File: src/rtl/branch_target_search.sv
// branch_target_search: writable branch-target table with a sequential reverse-lookup engine.
//
// Forward path: rd_addr -> rd_target/rd_valid combinationally (rd_target is 0 for an invalid entry).
// Write path:   wr_en/wr_addr/wr_target write an entry and mark it valid; clr_all invalidates
//               every entry (data untouched). Clear applies before a same-cycle write.
// Search path:  req_valid/req_ready/req_target hand in a value; the engine scans the table from
//               index 0 upward and returns rsp_hit/rsp_index (lowest matching index, 0 on miss)
//               under rsp_valid/rsp_ready.
// Clk rising edge; Reset_n asynchronous active-low.
// Macro BTS_DUAL_COMPARE_EN: when defined, each scan cycle compares an even/odd entry pair,
// halving search latency; the lower index wins when both match.
module branch_target_search #(
    parameter int ADDR_W = 5,
    parameter int TGT_W  = 10,
    parameter int DEPTH  = 32
) (
    input  logic              Clk,
    input  logic              Reset_n,
    input  logic              wr_en,
    input  logic [ADDR_W-1:0] wr_addr,
    input  logic [TGT_W-1:0]  wr_target,
    input  logic              clr_all,
    input  logic [ADDR_W-1:0] rd_addr,
    output logic [TGT_W-1:0]  rd_target,
    output logic              rd_valid,
    input  logic              req_valid,
    output logic              req_ready,
    input  logic [TGT_W-1:0]  req_target,
    output logic              rsp_valid,
    input  logic              rsp_ready,
    output logic              rsp_hit,
    output logic [ADDR_W-1:0] rsp_index
);
    typedef enum logic [1:0] {IDLE, SCAN, RESP} state_t;
    state_t state;
    logic [TGT_W-1:0] data [DEPTH];
    logic [DEPTH-1:0] valid;
    logic [TGT_W-1:0] tgt;
    logic [ADDR_W-1:0] ptr, i0, i1;
    logic m0, m1, last;
`ifdef BTS_DUAL_COMPARE_EN
    localparam int LAST = DEPTH / 2 - 1;
    assign i0 = {ptr[ADDR_W-2:0], 1'b0};
    assign i1 = {ptr[ADDR_W-2:0], 1'b1};
    assign m1 = valid[i1] && data[i1] == tgt;
`else
    localparam int LAST = DEPTH - 1;
    assign i0 = ptr;
    assign i1 = ptr;
    assign m1 = 1'b0;
`endif
    // Compares use the registered table, so a write landing this cycle is not seen.
    assign m0 = valid[i0] && data[i0] == tgt;
    assign last = ptr == ADDR_W'(LAST);
    assign rd_valid = valid[rd_addr];
    assign rd_target = rd_valid ? data[rd_addr] : '0;
    assign req_ready = state == IDLE;
    assign rsp_valid = state == RESP;
    // clr_all first, then the write, so a same-cycle write leaves its entry valid.
    always_ff @(posedge Clk or negedge Reset_n)
        if (!Reset_n) begin
            valid <= '0;
            for (int i = 0; i < DEPTH; i++) data[i] <= '0;
        end else begin
            if (clr_all) valid <= '0;
            if (wr_en) begin
                valid[wr_addr] <= 1'b1;
                data[wr_addr] <= wr_target;
            end
        end
    always_ff @(posedge Clk or negedge Reset_n)
        if (!Reset_n) begin
            state <= IDLE;
            ptr <= '0;
            tgt <= '0;
            rsp_hit <= 1'b0;
            rsp_index <= '0;
        end else
            case (state)
                IDLE: if (req_valid) begin
                    tgt <= req_target;
                    ptr <= '0;
                    state <= SCAN;
                end
                SCAN: if (m0 || m1 || last) begin
                    rsp_hit <= m0 || m1;
                    rsp_index <= m0 ? i0 : m1 ? i1 : '0;
                    state <= RESP;
                end else
                    ptr <= ptr + 1'b1;
                RESP: if (rsp_ready) state <= IDLE;
                default: state <= IDLE;
            endcase
endmodule

File: config.mk
export PLATFORM = sky130hd
export DESIGN_NAME = branch_target_search
export DESIGN_NICKNAME = d
export VERILOG_FILES = /design/src/rtl/branch_target_search.sv
export SDC_FILE = /design/constraint.sdc
export NUM_CORES = 1
export LEC_CHECK = 0
export BUFFER_PORTS_ARGS = -buffer_cell sky130_fd_sc_hd__buf_2
export CORE_AREA = 2 2 217 273
export DETAILED_ROUTE_END_ITERATION = 16
export DIE_AREA = 0 0 219 275
export HOLD_SLACK_MARGIN = 0.02
export PLACE_DENSITY = 0.55
export SLEW_MARGIN = 10
export SYNTH_ARGS = -nofsm -noshare
export SYNTH_HDL_FRONTEND = slang
export SYNTH_SLANG_ARGS = --single-unit
export TNS_END_PERCENT = 1
File: constraint.sdc
create_clock -name Clk -period 4.4 [get_ports Clk]
set_input_delay 0.22 -clock Clk [delete_from_list [all_inputs] [get_ports Clk]]
set_output_delay 0.22 -clock Clk [all_outputs]
set_load 0.02 [all_outputs]
==> flow_results.org <==
** STA
- Post-route fraction of the period consumed by the critical path :: between 80% and 90%
- The number of slew-limit violations in the final report is 0.
- Transition time at the pin with the least slew margin :: about 1100 ps
- The worst path needs roughly 3800 ps of the cycle, external delays included.
- Setup total negative slack :: 0 ps
- The clock arrives with 15.9 ps of skew.
- Measured against its own limit, the worst slew margin works out to a little over a quarter.
- F_max :: 266 MHz
- Setup violations remaining at the end of the flow were counted as 0.
- Setup ws final :: approximately 640 ps
- The final number of hold-violating endpoints was 0.
- Hold timing on the final database bottoms out at a slack of ~100 ps.
- Setup repair after global routing missed its margin :: no

** Worst setup path
- Critical Path Slowest Stage Cell :: nor2b_1
- Type of destination of the critical path :: flip-flop
- Endpoint arrival time on the critical path :: approximately 4200 ps
- The worst register-to-register path begins at i0[0].
- Ordered list of cells on the worst path :: buf_4 > nor2b_1 > a22oi_1 > and3_1 > a211oi_2 > xnor2_1 > or4_4 > nor4_4 > mux2i_1
- Required @ worst endpoint :: between 4000 and 5000 ps
- The worst setup path is launched from a flip-flop.
- Largest stage delay, worst path :: 640 ps
- FF-to-FF End :: rsp_index[2]
- In this run the worst path has a maximum fanout of 16.
- Number of cells on the worst reg-to-reg path :: 9
- For flop-to-flop paths, the worst setup slack is between 600 and 700 ps.
- Classification of the worst setup path :: reg -> reg

** Worst hold path
- Hold Path Stages :: 2
- Sink of the worst hold path :: valid[17]
- The tightest min-delay check is of the in -> reg type.
- The worst hold path begins at clr_all.

** Pwr
- Power spent charging and discharging nets :: approximately 4.2 mW
- Portion of total power attributed to combinational logic :: 34.0%
- Fraction of power spent switching nets :: between 30% and 40%
- Sequential cells burn between 30% and 40% of the power.
- The share of total power dissipated in the clock network is approximately 28%.
- Internal power :: about 8.2 mW
- Standby leakage power :: 9.87 nW
- Power density over the cells :: 547 nW/um2
- The design draws between 10 and 15 mW.
- Peak ir drop on the vdd network :: 0.344 mV

** Clocking
- The clock net in this run drives a total of between 300 and 400 sinks.
- The H-tree was split into 2 levels.
- Post-CTS clock slew at the launch and capture registers of the worst setup and hold paths :: about 70 ps
- TritonCTS clock tree :: yes
- Maximum buffer depth of the clock tree :: 3
- Number of buffers added by the clock tree synthesis step :: 40
- Buffer type at the clock tree root :: clkbuf_16
- Insertion delay of the later-clocked pin in the worst-skew pair :: 560 ps

** Floorplanning
- During I/O placement, the number of pins put on the boundary was 55.
- The die covers between 60000 and 70000 um2.
- Horizontal extent of the die :: approximately 220 um
- Die height :: approximately 280 um
- The floorplan has 99 rows.
- Starting density of the core :: 34.7%
- After floorplanning, the core was sized to cover around 58000 um2.

** Routing
- Total wirelength of the detailed-routed design :: slightly above 60000 um
- Routed wire length per instance :: around 27 um
- The detailed router finished its first iteration with about 900 violations.
- The detail route stage leaves a number of antenna-violating nets equal to 0.
- DR pass1 iterations :: 5
- Post-route DRC :: 0
- Across all layers, the routed design uses between 10000 and 15000 vias.
- After detailed routing, the number of vias per cell comes to 5.70.

** Synthesis
- Number of warnings issued by yosys :: 0
- The cell area that synthesis handed to floorplanning was around 20000 um2.
- Seq/Total Area, Yosys :: 46.9%
- Register bit total from synthesis :: 375
- The synthesized design contains 0 enable-type register cells.
- Mapped Nets :: 1452
- Yosys attributes the largest share of cell area to dfrtp_1 (47%), mux2_2 (18%), mux4_2 (18%).
- Most instantiated flip-flop cell in the synthesis netlist :: dfrtp_1
- dfrtp_1 takes more of the synthesized area than any other cell.
- After synthesis, the share of flip-flops with an asynchronous set or reset is between 90% and 100%.
- Avg Inst Size Synth :: between 10 and 15 um2
- In this run the biggest area consumer among cell types represents 46.9% of the synthesized area.
- Cells after Synth :: 1414
- Distinct cell type count of the synthesized netlist :: between 50 and 60

** Global route
- Global routing used between 20% and 30% of the available tracks.
- Antenna violations before repair :: 1
- Entering global routing, the biggest net connects 97 pins.
- The number of global-route vias before repair came to roughly 13000.
- The first global-routing pass estimated about 91000 um of wire.
- Total overflow reported by the global router :: 0

** Place
- Post-place setup slack :: 670 ps
- Routability-driven placement finished with a final weighted congestion of slightly above 0.8.
- DP HPWL :: approximately 40000 um
- I/O Buffers :: 54
- Count of placed standard cells including taps :: about 2100

** Run status
- The run finished with clean final reports.

** Final layout
- Area growth syn-to-layout :: 12.5%
- Layout Nets :: 1465
- Non-filler cells in the finished layout :: between 2000 and 2500
- Share of cells above drive strength 1 :: a little under half

** Run
- Max Cap Viol :: 0
[how the worst max path moves through the flow]
stage          startpoint           end  slack [ps]
2_1_floorplan       i0[2]         i0[0]        1360
3_3_place_gp        i0[0]         i0[2]         710
3_5_place_dp        i0[0]  rsp_index[2]         670
4_1_cts             i0[0]         i0[1]         610
5_1_grt             i0[0]         i0[2]         450
6_report            i0[0]  rsp_index[2]         640
[flip-flops by register name (all words and copies together) (netlist names)]
signal,cells
data,320
valid,32
tgt,10
i0,5
rsp_index,5
state,2
rsp_hit,1
[cell usage in the layout, fill, tap and decap left out, types with 4 or more instances in the layout]
cell,instances
a211oi_1,7
a21o_1,17
a21oi_1,6
a221oi_1,6
a22oi_1,35
and3_1,6
buf_12,7
buf_2,51
buf_4,26
clkbuf_1,10
clkbuf_16,41
clkbuf_8,8
clkinv_2,9
dfrtp_1,372
dlygate4sd3_1,12
inv_1,24
mux2_2,325
mux2i_1,103
mux4_2,157
nand2_1,76
nand2b_1,4
nand3_1,11
nand3b_1,4
nand4_1,4
nor2_1,27
nor2_2,13
nor2b_1,9
nor3b_1,4
o21ai_0,20
o22ai_1,5
xnor2_1,8
[final cells by class]
type | instances | area, um2
Fill cell | 5437 | 35200
Clock buffer | 59 | 1170
Antenna cell | 1 | 2.50
Multi-Input combinational cell | 888 | 10000
Tap cell | 757 | 947
Timing Repair Buffer | 98 | 737
Sequential cell | 375 | 9390
Clock inverter | 15 | 138
Inverter | 24 | 90.1
[stage by stage]
| step | instance area [um2] | utilization [%] |
|---|---|---|
| global route | 22500 | 39.0 |
| CTS | 22500 | 39.0 |
| floorplan | 20000 | - |
| detailed placement | 21100 | 36.5 |
| finish | 22500 | 39.0 |
| global placement | 21100 | 36.5 |
[cell usage after synthesis, drive strengths merged, types with 5 or more instances]
master / instances
a211oi: 8
dfrtp: 375
o21ai: 21
mux2i: 104
nand2: 76
clkbuf: 74
and3: 6
o22ai: 5
a221oi: 6
nor2b: 9
nand3: 11
xnor2: 8
buf: 53
mux4: 157
nor2: 40
a21o: 17
a21oi: 6
inv: 24
a22oi: 35
mux2: 326
[kinds of logic after synthesis]
| family | Yosys count | synth area share (%) |
|---|---|---|
| AO/OA/AOI/OAI | 113 | 4.02 |
| adder cells (fa/ha/maj) | 2 | 0.125 |
| AND/OR/NAND/NOR | 176 | 4.19 |
| XOR/XNOR | 10 | 0.438 |
| multiplexers | 587 | 41.2 |
| flip-flops | 375 | 46.9 |
| buffers and inverters | 151 | 3.11 |
[per-layer routing]
layer | GRT usage, % | vias to the layer above | routed length, um
met5 | 0 | - | 0
met4 | 6.35 | 0 | 1710
met3 | 2.63 | 84 | 2850
met2 | 34.7 | 350 | 30000
met1 | 27.3 | 6845 | 25800
li1 | - | 5368 | -
[worst max-delay path, delay by kind of cell (launching register included)]
family / cells / cell delay, ps
flip-flops: 1 / 590
AND/OR/NAND/NOR: 4 / 1850
AO/OA/AOI/OAI: 2 / 460
XOR/XNOR: 1 / 150
buffers and inverters: 1 / 390
multiplexers: 1 / 230
[power groups by stage]
stage	Combinational, mW	Sequential, mW	Clock, mW
global route	4.47	4.79	3.63
CTS	4.21	4.70	3.49
floorplan	3.15	4.48	0
finish	4.19	4.70	3.43
global placement	4.13	4.73	0
detailed placement	4.18	4.75	0
[timing repair]
item | 4_1_cts | 5_1_grt
hold buffers | 12 | 0
endpoints found under the setup margin | 0 | 0
hold endpoints to repair | 102 | 0
gates resized for setup | 0 | 0
setup buffers | 0 | 0
Power figures use the tool's default switching activity.
